`src/rtl/ahb_pkg.sv`:
```
// ---------------------------------------------------------------------------
// ahb_pkg
// Shared AHB-Lite definitions for the initiator and for future AHB slaves:
//   - HTRANS transfer-type codes
//   - HSIZE codes, fixed HBURST / HPROT values
//   - ahb_master FSM state encoding
//   - cmd_is_legal(): size / alignment check for a single transfer
// No ports (package).
// ---------------------------------------------------------------------------
package ahb_pkg;

  typedef enum logic [1:0] {
    HTRANS_IDLE   = 2'b00,
    HTRANS_BUSY   = 2'b01,
    HTRANS_NONSEQ = 2'b10,
    HTRANS_SEQ    = 2'b11
  } htrans_t;

  localparam logic [2:0] HSIZE_BYTE    = 3'd0;
  localparam logic [2:0] HSIZE_HALF    = 3'd1;
  localparam logic [2:0] HSIZE_WORD    = 3'd2;
  localparam logic [2:0] HBURST_SINGLE = 3'b000;
  localparam logic [3:0] HPROT_DEFAULT = 4'b0011;

  typedef enum logic [1:0] {
    ST_IDLE,
    ST_ADDR,
    ST_DATA,
    ST_RESP
  } master_state_t;

  // A transfer is legal only for byte/half/word sizes at a naturally
  // aligned address; anything else is rejected without touching the bus.
  function automatic logic cmd_is_legal(input logic [2:0] size,
                                        input logic [1:0] addr_lo);
    logic ok;
    ok = 1'b0;
    case (size)
      HSIZE_BYTE: ok = 1'b1;
      HSIZE_HALF: ok = (addr_lo[0] == 1'b0);
      HSIZE_WORD: ok = (addr_lo == 2'b00);
      default:    ok = 1'b0;
    endcase
    return ok;
  endfunction

endpackage

```
`src/rtl/ahb_master_if.sv`:
```
// ---------------------------------------------------------------------------
// ahb_master_if
// AHB-Lite bus signals between one initiator and the interconnect.
//   master modport: drives HADDR_O/HTRANS_O/HWRITE_O/HSIZE_O/HBURST_O/
//                   HPROT_O/HWDATA_O, receives HRDATA_I/HREADY_I/HRESP_I
//   slave modport:  the mirror image
// ---------------------------------------------------------------------------
interface ahb_master_if;

  logic [31:0] HADDR_O;
  logic [1:0]  HTRANS_O;
  logic        HWRITE_O;
  logic [2:0]  HSIZE_O;
  logic [2:0]  HBURST_O;
  logic [3:0]  HPROT_O;
  logic [31:0] HWDATA_O;
  logic [31:0] HRDATA_I;
  logic        HREADY_I;
  logic        HRESP_I;

  modport master (
    output HADDR_O, HTRANS_O, HWRITE_O, HSIZE_O, HBURST_O, HPROT_O, HWDATA_O,
    input  HRDATA_I, HREADY_I, HRESP_I
  );

  modport slave (
    input  HADDR_O, HTRANS_O, HWRITE_O, HSIZE_O, HBURST_O, HPROT_O, HWDATA_O,
    output HRDATA_I, HREADY_I, HRESP_I
  );

endinterface

```
`src/rtl/ahb_lane_align.sv`:
```
// ---------------------------------------------------------------------------
// ahb_lane_align
// Combinational byte-lane steering for 32-bit AHB-Lite.
//   size          in  3   HSIZE code
//   addr_lo       in  2   address bits [1:0]
//   wdata         in  32  right-aligned write data
//   rdata         in  32  raw HRDATA bus
//   wdata_lanes   out 32  write data replicated onto every lane
//   rdata_aligned out 32  addressed lane(s), right-aligned, zero-extended
// ---------------------------------------------------------------------------
module ahb_lane_align
  import ahb_pkg::*;
(
  input  logic [2:0]  size,
  input  logic [1:0]  addr_lo,
  input  logic [31:0] wdata,
  input  logic [31:0] rdata,
  output logic [31:0] wdata_lanes,
  output logic [31:0] rdata_aligned
);

  logic [7:0]  byte_lane;
  logic [15:0] half_lane;

  always_comb begin
    byte_lane = rdata[7:0];
    case (addr_lo)
      2'd0:    byte_lane = rdata[7:0];
      2'd1:    byte_lane = rdata[15:8];
      2'd2:    byte_lane = rdata[23:16];
      default: byte_lane = rdata[31:24];
    endcase
    half_lane = addr_lo[1] ? rdata[31:16] : rdata[15:0];
  end

  // Replicating write data means the slave can pick any lane without
  // knowing the size; word and unknown sizes pass straight through.
  always_comb begin
    wdata_lanes   = wdata;
    rdata_aligned = rdata;
    case (size)
      HSIZE_BYTE: begin
        wdata_lanes   = {4{wdata[7:0]}};
        rdata_aligned = {24'h0, byte_lane};
      end
      HSIZE_HALF: begin
        wdata_lanes   = {2{wdata[15:0]}};
        rdata_aligned = {16'h0, half_lane};
      end
      default: begin
        wdata_lanes   = wdata;
        rdata_aligned = rdata;
      end
    endcase
  end

endmodule

```
`src/rtl/ahb_master.sv`:
```
// ---------------------------------------------------------------------------
// ahb_master
// Single-transfer AHB-Lite initiator: one command in, one NONSEQ SINGLE
// transfer on the bus, one response out. At most one transfer outstanding.
//   HCLK_I, HRESET_N_I         clock, async active-low reset
//   CMD_VALID_I / CMD_READY_O  command handshake
//   CMD_WRITE_I, CMD_ADDR_I, CMD_SIZE_I, CMD_WDATA_I   command fields
//   RSP_VALID_O / RSP_READY_I  response handshake
//   RSP_RDATA_O, RSP_ERR_O     response fields
//   bus                        AHB-Lite master modport
// ---------------------------------------------------------------------------
module ahb_master
  import ahb_pkg::*;
(
  input  logic         HCLK_I,
  input  logic         HRESET_N_I,
  input  logic         CMD_VALID_I,
  output logic         CMD_READY_O,
  input  logic         CMD_WRITE_I,
  input  logic [31:0]  CMD_ADDR_I,
  input  logic [2:0]   CMD_SIZE_I,
  input  logic [31:0]  CMD_WDATA_I,
  output logic         RSP_VALID_O,
  input  logic         RSP_READY_I,
  output logic [31:0]  RSP_RDATA_O,
  output logic         RSP_ERR_O,
  ahb_master_if.master bus
);

  master_state_t state_q, state_d;
  htrans_t       htrans_q, htrans_d;
  logic [31:0]   haddr_q, haddr_d;
  logic          hwrite_q, hwrite_d;
  logic [2:0]    hsize_q, hsize_d;
  logic [31:0]   hwdata_q, hwdata_d;
  logic          rsp_valid_q, rsp_valid_d;
  logic [31:0]   rsp_rdata_q, rsp_rdata_d;
  logic          rsp_err_q, rsp_err_d;

  logic [2:0]    align_size;
  logic [1:0]    align_addr;
  logic [31:0]   wdata_lanes;
  logic [31:0]   rdata_aligned;

  // One aligner serves both directions: while idle it steers the incoming
  // write data, afterwards it extracts read data for the latched transfer.
  assign align_size = (state_q == ST_IDLE) ? CMD_SIZE_I      : hsize_q;
  assign align_addr = (state_q == ST_IDLE) ? CMD_ADDR_I[1:0] : haddr_q[1:0];

  ahb_lane_align u_align (
    .size          (align_size),
    .addr_lo       (align_addr),
    .wdata         (CMD_WDATA_I),
    .rdata         (bus.HRDATA_I),
    .wdata_lanes   (wdata_lanes),
    .rdata_aligned (rdata_aligned)
  );

  always_comb begin
    state_d     = state_q;
    htrans_d    = htrans_q;
    haddr_d     = haddr_q;
    hwrite_d    = hwrite_q;
    hsize_d     = hsize_q;
    hwdata_d    = hwdata_q;
    rsp_valid_d = rsp_valid_q;
    rsp_rdata_d = rsp_rdata_q;
    rsp_err_d   = rsp_err_q;
    case (state_q)
      ST_IDLE: begin
        if (CMD_VALID_I) begin
          if (cmd_is_legal(CMD_SIZE_I, CMD_ADDR_I[1:0])) begin
            haddr_d     = CMD_ADDR_I;
            hwrite_d    = CMD_WRITE_I;
            hsize_d     = CMD_SIZE_I;
            hwdata_d    = CMD_WRITE_I ? wdata_lanes : 32'h0;
            htrans_d    = HTRANS_NONSEQ;
            rsp_rdata_d = 32'h0;
            rsp_err_d   = 1'b0;
            state_d     = ST_ADDR;
          end else begin
            // Rejected command: answer immediately, bus stays idle.
            rsp_rdata_d = 32'h0;
            rsp_err_d   = 1'b1;
            rsp_valid_d = 1'b1;
            state_d     = ST_RESP;
          end
        end
      end
      ST_ADDR: begin
        if (bus.HREADY_I) begin
          htrans_d = HTRANS_IDLE;
          state_d  = ST_DATA;
        end
      end
      ST_DATA: begin
        // The first ERROR cycle has HREADY low and simply extends the wait.
        if (bus.HREADY_I) begin
          rsp_err_d   = bus.HRESP_I;
          rsp_rdata_d = (hwrite_q || bus.HRESP_I) ? 32'h0 : rdata_aligned;
          rsp_valid_d = 1'b1;
          state_d     = ST_RESP;
        end
      end
      ST_RESP: begin
        if (RSP_READY_I) begin
          rsp_valid_d = 1'b0;
          state_d     = ST_IDLE;
        end
      end
      default: state_d = ST_IDLE;
    endcase
  end

  always_ff @(posedge HCLK_I or negedge HRESET_N_I) begin
    if (!HRESET_N_I) begin
      state_q     <= ST_IDLE;
      htrans_q    <= HTRANS_IDLE;
      haddr_q     <= 32'h0;
      hwrite_q    <= 1'b0;
      hsize_q     <= 3'h0;
      hwdata_q    <= 32'h0;
      rsp_valid_q <= 1'b0;
      rsp_rdata_q <= 32'h0;
      rsp_err_q   <= 1'b0;
    end else begin
      state_q     <= state_d;
      htrans_q    <= htrans_d;
      haddr_q     <= haddr_d;
      hwrite_q    <= hwrite_d;
      hsize_q     <= hsize_d;
      hwdata_q    <= hwdata_d;
      rsp_valid_q <= rsp_valid_d;
      rsp_rdata_q <= rsp_rdata_d;
      rsp_err_q   <= rsp_err_d;
    end
  end

  assign CMD_READY_O  = (state_q == ST_IDLE);
  assign RSP_VALID_O  = rsp_valid_q;
  assign RSP_RDATA_O  = rsp_rdata_q;
  assign RSP_ERR_O    = rsp_err_q;
  assign bus.HADDR_O  = haddr_q;
  assign bus.HTRANS_O = htrans_q;
  assign bus.HWRITE_O = hwrite_q;
  assign bus.HSIZE_O  = hsize_q;
  assign bus.HBURST_O = HBURST_SINGLE;
  assign bus.HPROT_O  = HPROT_DEFAULT;
  assign bus.HWDATA_O = hwdata_q;

endmodule

```
`src/flat_wrapper.sv`:
```
// flat-port wrapper written by rule: the top's interface ports become plain ports
module ahb_master_flat import ahb_pkg::*;
  (HCLK_I, HRESET_N_I, CMD_VALID_I, CMD_READY_O, CMD_WRITE_I, CMD_ADDR_I, CMD_SIZE_I, CMD_WDATA_I, RSP_VALID_O, RSP_READY_I, RSP_RDATA_O, RSP_ERR_O, bus_HADDR_O, bus_HTRANS_O, bus_HWRITE_O, bus_HSIZE_O, bus_HBURST_O, bus_HPROT_O, bus_HWDATA_O, bus_HRDATA_I, bus_HREADY_I, bus_HRESP_I);
  ahb_master_if bus_i ();
  input  logic HCLK_I;
  input  logic HRESET_N_I;
  input  logic CMD_VALID_I;
  output logic CMD_READY_O;
  input  logic CMD_WRITE_I;
  input  logic [31:0] CMD_ADDR_I;
  input  logic [2:0] CMD_SIZE_I;
  input  logic [31:0] CMD_WDATA_I;
  output logic RSP_VALID_O;
  input  logic RSP_READY_I;
  output logic [31:0] RSP_RDATA_O;
  output logic RSP_ERR_O;
  output wire logic [$bits(bus_i.HADDR_O)-1:0] bus_HADDR_O;
  output wire logic [$bits(bus_i.HTRANS_O)-1:0] bus_HTRANS_O;
  output wire logic [$bits(bus_i.HWRITE_O)-1:0] bus_HWRITE_O;
  output wire logic [$bits(bus_i.HSIZE_O)-1:0] bus_HSIZE_O;
  output wire logic [$bits(bus_i.HBURST_O)-1:0] bus_HBURST_O;
  output wire logic [$bits(bus_i.HPROT_O)-1:0] bus_HPROT_O;
  output wire logic [$bits(bus_i.HWDATA_O)-1:0] bus_HWDATA_O;
  input wire logic [$bits(bus_i.HRDATA_I)-1:0] bus_HRDATA_I;
  input wire logic [$bits(bus_i.HREADY_I)-1:0] bus_HREADY_I;
  input wire logic [$bits(bus_i.HRESP_I)-1:0] bus_HRESP_I;
  assign bus_HADDR_O = bus_i.HADDR_O;
  assign bus_HTRANS_O = bus_i.HTRANS_O;
  assign bus_HWRITE_O = bus_i.HWRITE_O;
  assign bus_HSIZE_O = bus_i.HSIZE_O;
  assign bus_HBURST_O = bus_i.HBURST_O;
  assign bus_HPROT_O = bus_i.HPROT_O;
  assign bus_HWDATA_O = bus_i.HWDATA_O;
  assign bus_i.HRDATA_I = bus_HRDATA_I;
  assign bus_i.HREADY_I = bus_HREADY_I;
  assign bus_i.HRESP_I = bus_HRESP_I;
  ahb_master u_core (.HCLK_I(HCLK_I), .HRESET_N_I(HRESET_N_I), .CMD_VALID_I(CMD_VALID_I), .CMD_READY_O(CMD_READY_O), .CMD_WRITE_I(CMD_WRITE_I), .CMD_ADDR_I(CMD_ADDR_I), .CMD_SIZE_I(CMD_SIZE_I), .CMD_WDATA_I(CMD_WDATA_I), .RSP_VALID_O(RSP_VALID_O), .RSP_READY_I(RSP_READY_I), .RSP_RDATA_O(RSP_RDATA_O), .RSP_ERR_O(RSP_ERR_O), .bus(bus_i));
endmodule
```
`config.mk`:
```
export PLATFORM = sky130hd
export DESIGN_NAME = ahb_master_flat
export DESIGN_NICKNAME = d
export VERILOG_FILES = /design/src/rtl/ahb_pkg.sv /design/src/rtl/ahb_master_if.sv /design/src/rtl/ahb_lane_align.sv /design/src/rtl/ahb_master.sv /design/src/flat_wrapper.sv
export SDC_FILE = /design/constraint.sdc
export NUM_CORES = 1
export LEC_CHECK = 0
export CORE_MARGIN = 2
export CORE_UTILIZATION = 25
export DETAILED_ROUTE_END_ITERATION = 8
export GPL_TIMING_DRIVEN = 0
export PLACE_DENSITY = 0.49
export SYNTH_ARGS = -nofsm -noshare
export SYNTH_HDL_FRONTEND = slang
export SYNTH_SLANG_ARGS = --single-unit
```
`constraint.sdc`:
```
create_clock -name HCLK_I -period 2 [get_ports HCLK_I]
set_input_delay 0.3 -clock HCLK_I [delete_from_list [all_inputs] [get_ports HCLK_I]]
set_output_delay 0.3 -clock HCLK_I [all_outputs]
set_load 0.02 [all_outputs]
```
---- After elaboration in Yosys (flattened, before gate mapping) ----
Cells that the tools add are included.
storage, ports and cells
  word-level logic and storage cells ...... 71
  bits of input ports ..................... 106
  latch bits .............................. 0
  bits in writable memories ............... 0
  memories ................................ 0
  memory bits (read-only) ................. 0
  output and inout bits ................... 112
  register bits ........................... 106
cells by class
  $add $sub $neg .......................... 0
  bitwise operators ....................... 1
  eq/ne operators ......................... 14
  reductions and logical operators ........ 14
  muxes and demuxes ....................... 33
  shift-type cells ........................ 0
  $mul .................................... 0
  order comparisons ....................... 0
  divide/modulo/power cells ............... 0
operators with widths
  kind                  number
  $pmux W32 S2          3
  $mux W32              4
  $pmux W8 S3           1
  $mux W2               9
  $mux W16              1
  $ne A2 B2 Y1 const B  5
  $mux W1               9
  $pmux W2 S4           1
  $reduce_and A4 Y1     2
  $eq A2 B2 Y1 const B  3
  $eq A3 B1 Y1 const B  2
  $logic_not A2 Y1      3
  $logic_not A3 Y1      2
  $pmux W1 S3           2
  $reduce_and A3 Y1     2
  $reduce_and A5 Y1     1
  $eq A2 B1 Y1 const B  2
  $pmux W2 S2           1
  $reduce_bool A2 Y1    2
  $eq A3 B2 Y1 const B  1
  $mux W3               1
  $reduce_bool A3 Y1    1
  $ne A2 B1 Y1 const B  1
  $pmux W1 S2           1
  other kinds (2)       2

---- Logic depth before layout (Yosys ltp) ----
  depth in word-level cells ............... 8
  mapped depth ............................ 9
  gate-level depth less buffers ........... 6

---- Modules after synthesis ----
From an unflattened synthesis, not the netlist that was laid out.
second synthesis, totals
  cell total of the unflattened synthesis .. 570
  area, all modules ....................... 5594.1 µm²
by module, submodules not included
  module          seq. area each (µm²)  cells an instance  times used  area an instance (µm²)
  ahb_master      2627.5                404                1           4463.0
  ahb_lane_align  0.0                   166                1           1131.1

---- Worst setup path after synthesis ----
OpenSTA, ideal clock, no wires.
  path kind ............................... reg-to-reg
  start point ............................. register u_core.state_q[0]
  end point ............................... register u_core.rsp_rdata_q[6] (netlist: u_core.RSP_RDATA_O[6])
  buffers on the path ..................... 1
  slack ................................... -266 ps
  required time ........................... 1878 ps
  arrival ................................. 2145 ps
  period minus slack after synthesis ...... 2266 ps
  library setup time ...................... 122 ps
  cell stages (with the launch flop) ...... 8
  cells stage by stage .................... dfrtp_1 inv_1 ha_1 buf_6 mux2i_4 mux2_4 or3_1 a32o_1
on the way
  cells in the longest elaborated chain, start to end .. 8
  elaborated cells on any way between the ends .. 19
  those cells by class .................... eq/ne (6); mux (8); reduce/logical (5)
RTL lines
  item                                        RTL line              source
  from (decl)                                 ahb_master.sv:30      master_state_t state_q, state_d;
  from (signal assigned)                      ahb_master.sv:127     state_q <= state_d;
  $logic_not A2 Y1 (*)                        -
  net CMD_READY_O                             flat_wrapper.sv:8     output logic CMD_READY_O;
  $mux W2                                     ahb_master.sv:48      assign align_addr = (state_q == ST_IDLE) ? CMD_ADDR_I[1:0] : haddr_q[1:0];
  $eq A2 B2 Y1, or another cell as far along  ahb_lane_align.sv:27  case (addr_lo)
  $pmux W8 S3                                 ahb_lane_align.sv:27
  $pmux W32 S2                                ahb_lane_align.sv:41  case (size)
  $mux W32                                    ahb_master.sv:100     rsp_rdata_d = (hwrite_q || bus.HRESP_I) ? 32'h0 : rdata_aligned;
  $mux W32                                    ahb_master.sv:98      if (bus.HREADY_I) begin
  $pmux W32 S2                                ahb_master.sv:69      case (state_q)
  to (signal assigned)                        ahb_master.sv:134     rsp_rdata_q <= rsp_rdata_d;
  to (decl)                                   ahb_master.sv:37      logic [31:0] rsp_rdata_q, rsp_rdata_d;
Mark *: on every way through the listed nets, which the timed path passes. The rest lies on a longest branch. The select of a mux whose other input is x is not followed.
A chain may end at the register's enable or synchronous reset.

---- Final worst setup path ----
  start point ............................. register u_core.state_q[0]
  end point ............................... register u_core.rsp_rdata_q[3] (netlist: u_core.RSP_RDATA_O[3])
on the way
  cells in the longest elaborated chain, start to end .. 8
  elaborated cells on any way between the ends .. 19
  those cells by class .................... eq/ne (6); mux (8); reduce/logical (5)
RTL lines
  item                                        RTL line
  $logic_not A2 Y1                            ahb_master.sv:47, ahb_master.sv:48, ahb_master.sv:69
  $mux W2                                     ahb_master.sv:48
  $eq A2 B2 Y1, or another cell as far along  ahb_lane_align.sv:27
  $pmux W8 S3                                 ahb_lane_align.sv:27
  $pmux W32 S2                                ahb_lane_align.sv:41
  $mux W32                                    ahb_master.sv:100
  $mux W32                                    ahb_master.sv:98
  $pmux W32 S2                                ahb_master.sv:69
Several ways; a longest one is shown, not always the timed one. The select of a mux whose other input is x is not followed.

==> reports/qor.yml <==
power_and_ir_drop:
  seqPwrFrac_pct: 25.1
  p_sw_share_pct: 40.1
  p_total_uw: 14000
  clockPowerShare_pct: 14.4
  p_comb_share_pct: 60.5
  ir_drop_mv: 0.632
  p_int_uw: 8410
  p_switching_uw: 5630
  p_leak_uw: 0.00378
  power.density_mw_per_mm2: 1560
placement:
  place_hpwl_um: 14300
  gp_congestion: 0.847
  pre_cts_slack_ps: -527
  dp_cells: 965
  post_dp_cell_area_mm2: 0.00774
  io_buffer_count: 209
synth:
  synth_top_area_share_pct: 50.1
  synth_cells: 479
  synth_top_family_by_area: "compound AO/OA/AOI/OAI gates"
  synth_fa_ha_area_share_pct: 0.954
  synthMuxAreaShare_pct: 14.4
  yosysUniqueCellTypes: 55
  yosysSeqAreaShare_pct: 50.1
  synth_area_mm2: 0.00525
  synthXorXnorAreaFrac_pct: 0
  yosys.area.top_type: "dfrtp_1"
  yosys_warnings: 0
  synth_compound_area_share_pct: 19.4
  synth_edf_count: 0
  ys_seq_elements: 105
  yosys-top-cells-area: "dfrtp_1, mux2_2, nand2_1, o31ai_1, a22o_1"
  avgSynthCellArea_um2: 10.9
  synth_top_flop_cell: "dfrtp_1"
  async_flop_share_pct: 100
  synth_simple_gate_area_share_pct: 9.83
detailed_routing:
  drt_iter0_drc: 222
  ant_nets: 0
  drcViolationCount: 0
  vias: 4931
  firstDrtPassIters: 4
  routed_via_density: 4.88
  wirelength_um: 19600
  wl_per_cell_um: 19.3
critical_path:
  worst_ep_arrival_time_ps: 2350
  startpoint_type: "register"
  crit_path_end_kind: "register"
  regToRegStartpoint: "u_core.state_q[0]"
  path_class: "register to register"
  cp.required_ps: 2270
  cp_max_fo: 7
  rrSetupSlack_ps: -80
  worstSetupStartpoint: "u_core.state_q[0]"
global_routing:
  antenna_found_initial: 0
  grt_overflow: 0
  grt_pass1_wl_um: 28700
  grt_use_total_pct: 16.9
  grt_max_degree: 59
  grt_pass1_vias: 4940
sta:
  maxSlewHeadroom_pct: 55.8
  setup_viol: 29
  min_period_over_period_pct: 104
  skew_ps: 9.25
  finalSetupTns_ps: -1350
  grt_setup_unrepaired: "yes"
  drv_slew: 0
  tightest_slew_ps: 662
  hold_viol: 0
  fmax_mhz: 480
  period_minus_slack_ps: 2080
  setup_ws_ps: -84.9
outcome:
  violations: "setup timing"
  status: "finished, violations left"
floorplanning:
  dieArea_mm2: 0.0222
  rows: 52
  core_mm2: 0.0204
  ios: 218
  die_x_um: 149
  fp.dieH_um: 149
  start_util_pct: 25.7
clock_tree:
  clock_sinks: 105
  clock_tree.root_cell: "clkbuf_16"
  clk_pin_slew_ps: 70
  cts_made_buffers: 9
  cts_tree: "built"
  htreeDepth: 3
  clock_path_buffers: 2
  clock_latency_ps: 360
finish:
  fillCellCount: 1968
  diodes: 0
  stdcell_area_mm2: 0.00900
  layout-area-overhead-vs-synth_pct: 71.7
  final_layout_size_suffix_gt1_share_pct: 27.1
  instances_no_fill: 1011
  nets: 848
min_path:
  hold_class: "primary input to register"
  hold_path.startpoint: "CMD_SIZE_I[1]"
run:
  max-cap-violations: 0
-- final cells by class --
| type | count | area, um^2 | share of cell area [%] |
|---|---|---|---|
| multi-input combinational | 328 | 2790 | 30.9 |
| sequential | 105 | 2630 | 29.2 |
| timing repair buffer | 243 | 2530 | 28.1 |
| buffer | 37 | 338 | 3.75 |
| tap | 270 | 338 | 3.75 |
| clock buffer | 9 | 225 | 2.50 |
| clock inverter | 5 | 104 | 1.15 |
| inverter | 14 | 52.6 | 0.584 |
-- cell usage after synthesis (8+ instances only) --
| cell | n |
|---|---|
| o31ai_1 | 24 |
| nand2_1 | 61 |
| buf_2 | 8 |
| a22oi_1 | 12 |
| mux2i_1 | 12 |
| dfrtp_1 | 105 |
| inv_1 | 13 |
| mux2_2 | 51 |
| buf_4 | 12 |
| nor2_1 | 25 |
| o221ai_1 | 14 |
| o21ai_1 | 12 |
| clkbuf_1 | 14 |
| a22o_1 | 16 |
| o21ai_0 | 22 |
| o211ai_1 | 9 |
-- timing repair --
| item | 4_1_cts | 5_1_grt |
|---|---|---|
| cloned | 1 | 6 |
| gates resized for setup | 38 | 110 |
| hold buffers | 1 | 0 |
| endpoints found under the hold margin | 10 | 0 |
| pin swaps | 0 | 35 |
| buffers inserted | 9 | 17 |
| setup endpoints to repair | 87 | 96 |
-- cell families (layout without fill, tap and decap cells) --
logic type                 count (synthesis)  after routing
AOI/OAI and AO/OA                        137            137
and+or+nand+nor                          113            113
DFF                                      105            105
muxes                                     66             66
buffers and inverters                     52            308
adders and majority gates                  4              4
other                                      2              8
-- critical path: stages (launching register included) --
cell and delay [ps]:
dfrtp_1 390, inv_2 90, ha_4 150, buf_12 130, buf_8 100, or3b_4 460
a21oi_4 350, o221ai_2 150, a22oi_1 170
-- final timing paths --
path                                                end  cells past startpoint
worst max-delay path              u_core.RSP_RDATA_O[3]                      8
worst min-delay path              u_core.bus.HSIZE_O[1]                      2
worst max register to register    u_core.RSP_RDATA_O[3]                      8
worst min register to register  u_core.bus.HWDATA_O[31]                      2
max in group asynchronous        u_core.bus.HTRANS_O[1]                      3
min in group asynchronous        u_core.bus.HADDR_O[21]                      2
-- stage by stage --
step,util [%],hold slack (ps)
after detailed placement,37.9,373
after CTS,40.6,483
after global placement,37.8,464
final,44.1,406
after floorplan,-,4.41
after global routing,44.1,436
-- cell usage in the layout (no fill, tap or decap), types with 5 or more instances in the layout --
cell / count
buf_12: 7
buf_4: 30
a22oi_1: 7
nand2_1: 60
a21boi_0: 5
o221ai_2: 7
o21ai_0: 20
nand3_1: 5
dfrtp_1: 105
mux2_2: 42
clkdlybuf4s50_1: 205
o31ai_2: 15
o211ai_1: 9
nor2_1: 19
o21ai_1: 7
o221ai_1: 7
conb_1: 8
o21ai_4: 7
clkbuf_16: 14
buf_6: 9
inv_1: 11
a22o_1: 16
o31ai_1: 8
mux2_4: 10
buf_8: 6
mux2i_1: 12
nor2_4: 6
a22oi_2: 5
-- power groups by stage --
stage / Combinational [uW] / Clock (uW) / Sequential [uW]
after floorplan: 2800 / 0 / 4500
after global placement: 6710 / 0 / 3520
after detailed placement: 6760 / 0 / 3560
after CTS: 7230 / 2090 / 3520
after global routing: 9040 / 2170 / 3640
final: 8490 / 2020 / 3530
-- routing by layer --
metal | vias to the layer above | global-route usage, % | wire length, um
met5 | - | 0 | 0
li1 | 2265 | - | -
met4 | 0 | 5.71 | 446
met1 | 2441 | 22.0 | 8290
met2 | 190 | 27.3 | 9430
met3 | 35 | 4.53 | 1390
-- flip-flops by register name (all words and copies together), names as in the netlist --
register,flops
u_core.RSP_VALID_O,1
u_core.state_q,2
u_core.bus.HADDR_O,32
u_core.bus.HWRITE_O,1
u_core.bus.HTRANS_O,1
u_core.RSP_ERR_O,1
u_core.bus.HSIZE_O,3
u_core.RSP_RDATA_O,32
u_core.bus.HWDATA_O,32
Power figures use the tool's default switching activity.
